==> config.mk <==
export PLATFORM = sky130hd
export DESIGN_NAME = seg_scan_driver
export DESIGN_NICKNAME = d
export VERILOG_FILES = /design/src/rtl/seg_pkg.sv /design/src/rtl/tick_gen.sv /design/src/rtl/seg_scan_driver.sv
export SDC_FILE = /design/constraint.sdc
export NUM_CORES = 1
export LEC_CHECK = 0
export CORE_ASPECT_RATIO = 0.9
export CORE_UTILIZATION = 64
export CTS_CLUSTER_SIZE = 12
export DETAILED_ROUTE_END_ITERATION = 8
export DONT_BUFFER_PORTS = 1
export MAX_ROUTING_LAYER = met4
export PLACE_DENSITY = 0.8
export SLEW_MARGIN = 20
export SYNTH_ARGS = -nofsm -noshare
export SYNTH_HDL_FRONTEND = slang
export SYNTH_HIERARCHICAL = 1
export SYNTH_SLANG_ARGS = --single-unit
==> constraint.sdc <==
create_clock -name clk -period 4.8 [get_ports clk]
set_clock_uncertainty 0.15 [all_clocks]
set_input_delay 0.96 -clock clk [delete_from_list [all_inputs] [get_ports clk]]
set_output_delay 0.96 -clock clk [all_outputs]
set_load 0.01 [all_outputs]
==> src/rtl/seg_pkg.sv <==
// Shared definitions for the multiplexed seven-segment scan driver.
//   SEG_BLANK : active-low pattern with every segment off
//   NDIG      : number of digits scanned
//   state_e   : scan state machine encoding (idle, digit lit, inter-digit blanking)
package seg_pkg;

  localparam logic [6:0]  SEG_BLANK = 7'h7F;
  localparam int unsigned NDIG      = 8;

  typedef enum logic [1:0] {
    StIdle,
    StShow,
    StGuard
  } state_e;

endpackage

==> src/rtl/tick_gen.sv <==
// Period prescaler for the scan driver.
// Counts 0..load_i-1 while en_i is high and pulses tc_o combinationally on the
// last count; the counter then returns to 0. clr_i forces the count to 0.
//   clk    : clock
//   rst    : asynchronous active-high reset
//   clr_i  : synchronous clear (wins over en_i)
//   en_i   : count enable
//   load_i : period length in cycles (must be >= 1 while en_i is high)
//   tc_o   : terminal-count pulse, high during the final cycle of the period
module tick_gen #(
  parameter int unsigned Width = 16
) (
  input  logic             clk,
  input  logic             rst,
  input  logic             clr_i,
  input  logic             en_i,
  input  logic [Width-1:0] load_i,
  output logic             tc_o
);

  logic [Width-1:0] cnt_q, cnt_d, cnt_inc;

  // cnt_q never exceeds load_i - 1, so the increment cannot wrap.
  assign cnt_inc = cnt_q + Width'(1);
  assign tc_o    = en_i && (cnt_inc == load_i);

  always_comb begin
    cnt_d = cnt_q;
    if (clr_i) begin
      cnt_d = '0;
    end else if (en_i) begin
      cnt_d = tc_o ? '0 : cnt_inc;
    end
  end

  always_ff @(posedge clk or posedge rst) begin
    if (rst) begin
      cnt_q <= '0;
    end else begin
      cnt_q <= cnt_d;
    end
  end

endmodule

==> src/rtl/seg_scan_driver.sv <==
// Time-multiplexed driver for an 8-digit common-anode seven-segment display.
// Each digit is lit for DIV cycles, followed by GUARD blank cycles, then the
// next digit (wrapping 7 -> 0). Patterns live in an 8 x 7-bit register store.
//   clk    : clock
//   rst    : asynchronous active-high reset (blanks display and store)
//   en     : scan enable; low blanks the display and parks the scan
//   wr_en  : pattern store write strobe
//   wr_idx : digit written
//   wr_seg : active-low segment pattern written
//   an     : active-low digit enables (registered)
//   seg    : active-low segment lines (registered)
//   idx    : digit currently scheduled
module seg_scan_driver
  import seg_pkg::*;
#(
  parameter int unsigned DIV   = 50000,
  parameter int unsigned GUARD = 4
) (
  input  logic       clk,
  input  logic       rst,
  input  logic       en,
  input  logic       wr_en,
  input  logic [2:0] wr_idx,
  input  logic [6:0] wr_seg,
  output logic [7:0] an,
  output logic [6:0] seg,
  output logic [2:0] idx
);

  // Sized by DIV; widened only if GUARD happens to exceed DIV.
  localparam int unsigned PMax = (DIV > GUARD) ? DIV : GUARD;
  localparam int unsigned CntW = $clog2(PMax + 1);

  state_e     state_q, state_d;
  logic [2:0] idx_q, idx_d;
  logic [7:0] an_q, an_d;
  logic [6:0] seg_q, seg_d;
  logic [6:0] store_q [NDIG];

  logic [CntW-1:0] load;
  logic            tick_en;
  logic            tc;

  assign load    = (state_q == StShow) ? CntW'(DIV) : CntW'(GUARD);
  assign tick_en = en && (state_q != StIdle);

  tick_gen #(
    .Width (CntW)
  ) u_tick_gen (
    .clk    (clk),
    .rst    (rst),
    .clr_i  (!en),
    .en_i   (tick_en),
    .load_i (load),
    .tc_o   (tc)
  );

  always_comb begin
    state_d = state_q;
    idx_d   = idx_q;
    case (state_q)
      StIdle: begin
        if (en) state_d = StShow;
      end
      StShow: begin
        if (!en) begin
          state_d = StIdle;
        end else if (tc) begin
          if (GUARD == 0) begin
            idx_d = idx_q + 3'd1;
          end else begin
            state_d = StGuard;
          end
        end
      end
      StGuard: begin
        if (!en) begin
          state_d = StIdle;
        end else if (tc) begin
          state_d = StShow;
          idx_d   = idx_q + 3'd1;
        end
      end
      default: state_d = StIdle;
    endcase
  end

  // Outputs are decoded from the next state so they switch on the same edge as
  // the state register. The store is read before this edge's write lands, so a
  // write coinciding with a digit switch shows up one cycle later.
  always_comb begin
    an_d  = 8'hFF;
    seg_d = SEG_BLANK;
    if (state_d == StShow) begin
      an_d  = ~(8'd1 << idx_d);
      seg_d = store_q[idx_d];
    end
  end

  always_ff @(posedge clk or posedge rst) begin
    if (rst) begin
      state_q <= StIdle;
      idx_q   <= 3'd0;
      an_q    <= 8'hFF;
      seg_q   <= SEG_BLANK;
    end else begin
      state_q <= state_d;
      idx_q   <= idx_d;
      an_q    <= an_d;
      seg_q   <= seg_d;
    end
  end

  always_ff @(posedge clk or posedge rst) begin
    if (rst) begin
      for (int i = 0; i < NDIG; i++) begin
        store_q[i] <= SEG_BLANK;
      end
    end else if (wr_en) begin
      store_q[wr_idx] <= wr_seg;
    end
  end

  assign an  = an_q;
  assign seg = seg_q;
  assign idx = idx_q;

endmodule

Word level (Yosys, flattened, before mapping)
Index checks and enable logic that the tools add are counted.

word-level totals
  output and inout port bits = 18
  logic and storage cells = 53
  input bits = 14
  bits in registers = 92

operators by class
  order comparisons = 3
  reduce and logical (&&, ||, !) cells = 5
  $add $sub $neg = 2
  eq/ne operators = 5
  multiplexer cells = 21
  bitwise operators = 3
  shifts and indexed selects = 1

operators with widths
  operator                                             number
  two-way mux 16 bit                                   4
  bitwise mux 56 bit                                   1
  two-way mux 7 bit                                    4
  binary-select mux 7 bit (select 3 bit)               1
  demux 7 bit (select 3 bit)                           1
  adder 16 x 1 -> 16 bit, second input constant        1
  equality test 16 bit                                 1
  two-way mux 2 bit                                    5
  two-way mux 3 bit                                    3
  >= comparator 4 bit, second input constant           2
  two-way mux 8 bit                                    1
  inverter 3 -> 4 bit                                  2
  inverter 8 bit                                       1
  left shift 1 x 3 -> 8 bit, first input constant      1
  one-hot mux 2 bit (3 select lines)                   1
  equality test 2 x 1 -> 1 bit, second input constant  2
  < comparator 4 x 1 -> 1 bit, second input constant   1
  adder 3 x 1 -> 3 bit, second input constant          1
  logical AND 1 bit                                    3
  equality test 2 bit, second input constant           1
  zero test 2 bit                                      1
  != test 2 x 1 -> 1 bit, second input constant        1
  nonzero test 2 bit                                   1

Longest topological paths before layout
  depth in word-level cells = 12
  depth in mapped cells = 16
  gate-level depth less buffers = 13

Hierarchy
Netlist, hierarchy kept.

modules (own cells, without submodules)
  module           cells an instance  times used  area each (µm²)  sequential area each (µm²)
  seg_scan_driver  277                1           3718.6           1990.7
  tick_gen         177                1           1435.1           400.4

Least setup slack after synthesis
OpenSTA, ideal clock, no wires.

  path type = reg-to-reg
  from = reg state_q[1]
  to = reg seg_q[5], in the netlist seg[5]
  period minus slack after synthesis = 3935 ps
  slack = 865 ps
  stages on the path, launching flop included = 15
  path buffers = 3
  arrival time = 3704 ps
  library setup time = 81 ps
  required time = 4569 ps
  cells stage by stage = dfrtp_1 > buf_4 > nor2b_1 > inv_1 > xor2_1 > o211ai_1 > mux2i_1 > nor3_1 > nand4b_1 > nor3_2 > and4b_1 > buf_4 > buf_6 > mux4_2 > a32oi_1

between the ends
  word-level cells in the longest chain between the ends = 12

RTL lines
  item                                                   RTL line                source
  start: declaration                                     seg_scan_driver.sv:34   state_e state_q, state_d;
  start signal: assignment                               seg_scan_driver.sv:102  state_q <= StIdle;
  start signal: assignment                               seg_scan_driver.sv:107  state_q <= state_d;
  equality test 2 x 1 -> 1 bit (*)                       seg_scan_driver.sv:44   assign load = (state_q == StShow) ? CntW'(DIV) : CntW'(GUARD);
  two-way mux 16 bit (*)                                 seg_scan_driver.sv:44
  net load[14]                                           seg_scan_driver.sv:40   logic [CntW-1:0] load;
  equality test 16 bit (*)                               tick_gen.sv:25          assign tc_o = en_i && (cnt_inc == load_i);
  logical AND 1 bit (*)                                  tick_gen.sv:25
  net tc                                                 seg_scan_driver.sv:42   logic tc;
  two-way mux 3 bit                                      seg_scan_driver.sv:79   end else if (tc) begin
  two-way mux 3 bit                                      seg_scan_driver.sv:77   if (!en) begin
  two-way mux 3 bit                                      seg_scan_driver.sv:61   case (state_q)
  inverter 3 -> 4 bit (implied by the code)              seg_scan_driver.sv:96   seg_d = store_q[idx_d];
  binary-select mux 7 bit (select 3 bit)                 seg_scan_driver.sv:96
  two-way mux 7 bit (implied by the code) (2 in series)  seg_scan_driver.sv:96
  two-way mux 7 bit (*)                                  seg_scan_driver.sv:94   if (state_d == StShow) begin
  net seg_d[5]                                           seg_scan_driver.sv:37   logic [6:0] seg_q, seg_d;
  end signal: assignment                                 seg_scan_driver.sv:110  seg_q <= seg_d;
  end: declaration                                       seg_scan_driver.sv:37

The timed path passes the listed nets; every way through them passes the cells marked *. The select of a mux whose other input is x is not followed.
A chain may end at the register's enable or synchronous reset.

Final worst setup path
  from = reg u_tick_gen.cnt_q[0]
  to = reg seg_q[0], in the netlist seg[0]

between the ends
  word-level cells in the longest chain between the ends = 11

RTL lines
  item                                                   RTL line               source
  start: declaration                                     tick_gen.sv:21         logic [Width-1:0] cnt_q, cnt_d, cnt_inc;
  start signal: assignment                               tick_gen.sv:40         cnt_q <= cnt_d;
  adder 16 x 1 -> 16 bit (*)                             tick_gen.sv:24         assign cnt_inc = cnt_q + Width'(1);
  equality test 16 bit (*)                               tick_gen.sv:25
  logical AND 1 bit (*)                                  tick_gen.sv:25
  net tc                                                 seg_scan_driver.sv:42
  two-way mux 3 bit                                      seg_scan_driver.sv:79
  two-way mux 3 bit                                      seg_scan_driver.sv:77
  two-way mux 3 bit                                      seg_scan_driver.sv:61
  inverter 3 -> 4 bit (implied by the code)              seg_scan_driver.sv:96
  binary-select mux 7 bit (select 3 bit)                 seg_scan_driver.sv:96
  two-way mux 7 bit (implied by the code) (2 in series)  seg_scan_driver.sv:96
  two-way mux 7 bit (*)                                  seg_scan_driver.sv:94
  net seg_d[0]                                           seg_scan_driver.sv:37

Marked as above.

==> results.json <==
{
  "status": "complete, no violations",
  "cts_max_level": 3,
  "synth_top_family_by_area": "multiplexers",
  "ys_seq_elements": 92,
  "dr.pass1.iters": 4,
  "p_sw_frac": 0.2726,
  "fmax_mhz": 254.8,
  "final_nets": 476,
  "synthAdderAreaFrac": 0.004856,
  "synthCells": 454,
  "viasPerCell": 6.340,
  "wl_um": 10670,
  "tightest_slew_ns": 1.040,
  "grt_max_degree": 52,
  "ir_drop_uv": 215.2,
  "path_clk_slew_ns": 0.10,
  "grtUsageTotal": 0.2915,
  "synthMuxAreaShare": 0.2042,
  "drive_gt1_frac": 0.3720,
  "cp_slowest_cell": "dfrtp_1",
  "cts_tree": "built",
  "period_share": 0.8177,
  "ant_nets": 0,
  "grt_pass1_vias": 3538,
  "synthFlopType": "dfstp_2",
  "comb_power_share": 0.135,
  "io_pins": 32,
  "crit_chain": "ha_1, xor2_1, a211oi_1, nand4_1, a221oi_1, nand4b_1, nor3_2, buf_4, nand4b_4, mux2_4, a222oi_1, and3_1, a31oi_1",
  "dp_hpwl_um": 7319,
  "synthTopCellsByArea": "dfstp_2, mux2_2, dfrtp_1",
  "cts.sinks": 92,
  "p_int_w": 0.001314,
  "cts_inserted_buffers": 9,
  "synth.avg_cell_area_um2": 11.35,
  "synth.top_cell.area_share": 0.3620,
  "antenna_found_initial": 0,
  "yosysSeqAreaShare": 0.4639,
  "grt.overflow.total": 0,
  "synth_edf_count": 0,
  "relSlewSlack": 0.3065,
  "core_region_area_mm2": 0.007657,
  "first_iter_violations": 209,
  "path_class": "reg2reg",
  "drc_errors": 0,
  "design.die.area_mm2": 0.008416,
  "initial_core_util": 0.6730,
  "postSynth.asyncResetShare": 1.000,
  "netlist-cell-type-count": 56,
  "num_rows": 30,
  "finalSetupTns_ns": 0,
  "cts_buffer_depth": 2,
  "finalSetupViolations": 0,
  "critPathMaxStageDelay_ns": 0.46,
  "synth-simple-area-share": 0.1682,
  "hold_violations": 0,
  "cts-resized-gates": 0,
  "fin_crit_ns": 3.925,
  "synthesis.area_mm2": 0.005154,
  "worstSetupEndpointType": "flop",
  "cts_root_buffer": "clkbuf_8",
  "clkLatencyLatePin_ns": 0.37,
  "synthXorXnorAreaFrac": 0.04588,
  "crit_arrival_ns": 4.06,
  "critPathLaunchType": "flop",
  "grt_pass1_wl_um": 17790,
  "yosys_warnings": 6,
  "yosysTopAreaCell": "dfstp_2",
  "wl_per_cell_um": 19.02,
  "postCtsSetupRepairBufs": 0,
  "drv_cap": 0,
  "holdWs_ns": 0.3410,
  "area_growth_syn_to_layout_pct": 5.778,
  "seqPwrFrac": 0.582,
  "chipHeight_um": 87.13,
  "crit_path_max_fanout": 13,
  "min_path_type": "in2async",
  "rsz0062_at_grt": "false",
  "gp_congestion": 0.8912,
  "worstPathRequired_ns": 4.94,
  "via_count": 3557,
  "power_density_mw_per_mm2": 331.4,
  "p_sw_w": 0.0004924,
  "hold_buffers": 0,
  "die_w_um": 96.59,
  "p_clk_frac": 0.284,
  "io_buffers": 0,
  "slew_violations": 0,
  "synth-compound-area-share": 0.07890,
  "n_antenna_cell": 0,
  "leakagePower_nw": 1.992
}
[critical path: cells and delay by family, from the launching register on]
kind | cells | cell delay [ns]
DFF | 1 | 0.46
muxes | 1 | 0.43
xor gates and xnor gates | 1 | 0.17
adders and majority gates | 1 | 0.35
AOI/OAI and AO/OA | 4 | 1.09
and+or+nand+nor | 5 | 0.98
buffers and inverters | 1 | 0.23
[kinds of logic (layout without fill, tap and decap cells)]
logic type / after synthesis / after routing
adder cells (fa/ha/maj): 2 / 2
XOR/XNOR: 27 / 27
multiplexers: 90 / 90
flip-flops: 92 / 92
other: 1 / 16
AO/OA/AOI/OAI: 57 / 57
AND/OR/NAND/NOR: 151 / 151
buffers and inverters: 34 / 30
[cell type report]
cell class              instances  area, um^2
repair buffers                  8       60.06
clock buffers                   9       123.9
flip-flops and latches         92        2391
clock inverters                 7       71.32
multi-input cells             343        2663
inverters                       6       22.52
well taps                      96       120.1
fillers                       536        2206
[synthesized netlist by cell type (all sizes together) (11+ instances only)]
cell    instances
nor3           17
mux2i          27
nor2           25
dfrtp          21
xnor2          17
dfstp          71
clkbuf         11
mux2           58
nand2          40
buf            17
[through the flow]
step	util	cell area, um^2	power [W]	setup WS (ns)	std cells
2_1_floorplan	-	5210	0.001241	0.8655	469
3_3_place_gp	0.6853	5248	0.001279	0.9207	545
3_5_place_dp	0.6853	5248	0.001304	0.8077	545
4_1_cts	0.7108	5443	0.001818	0.9281	561
5_1_grt	0.7119	5451	0.001878	0.5871	561
6_report	0.7119	5451	0.001807	0.8748	561
[layer usage]
metal,vias to the layer above,global-route usage,part of all wire
met2,104,0.4443,0.47
li1,1653,-,-
met4,0,0.1083,0.020
met5,-,-,0
met3,18,0.04799,0.038
met1,1782,0.3926,0.47
[flip-flops by register name, summed over array words and instances (netlist names)]
name              flops
an                    8
idx                   3
seg                   7
state_q               2
store_q              56
u_tick_gen/cnt_q     16
[cells in the final DEF, fill, tap and decap left out, types with 2 or more instances in the layout]
cell type / n
xnor2_1: 17
nand3b_1: 10
nor3_1: 13
mux2i_1: 26
a22oi_1: 9
mux2_2: 57
inv_1: 5
a221oi_1: 4
nand2_1: 40
o21ai_0: 7
nand3_2: 2
a32oi_1: 4
and3_1: 4
clkbuf_8: 9
nor2_1: 25
nor3b_1: 3
ha_1: 2
nor3_2: 4
o22ai_1: 2
a222oi_1: 2
o31ai_1: 10
a31oi_1: 2
clkinvlp_4: 2
nor4_1: 4
nand2b_1: 6
nor3b_2: 2
mux4_2: 5
xor2_1: 10
a21oi_1: 8
nand4b_1: 4
nand4_1: 10
dfstp_2: 71
buf_4: 8
nor2b_1: 10
inv_8: 2
dfrtp_1: 21
nand3_1: 7
conb_1: 16
[power by group through the flow]
stage | combinational, W | clock, W | sequential (W)
finish | 0.000243 | 0.000512 | 0.00105
global route | 0.000269 | 0.000543 | 0.00107
CTS | 0.000244 | 0.000525 | 0.00105
detailed placement | 0.000243 | 0 | 0.00106
global placement | 0.000228 | 0 | 0.00105
floorplan | 0.000207 | 0 | 0.00103
[final timing paths]
kind                       slack [ns]  depth (start not counted)                start     endpoint
max                              0.87                         13  u_tick_gen/cnt_q[0]       seg[0]
min                              0.34                          1                  rst   state_q[1]
max reg2reg                      0.87                         13  u_tick_gen/cnt_q[0]       seg[0]
min reg2reg                      0.35                          2          store_q[36]       seg[1]
max in group asynchronous        3.16                          2                  rst  store_q[41]
min in group clk                 0.35                          2          store_q[36]       seg[1]
Note: power is estimated with default switching activity, not from simulation.
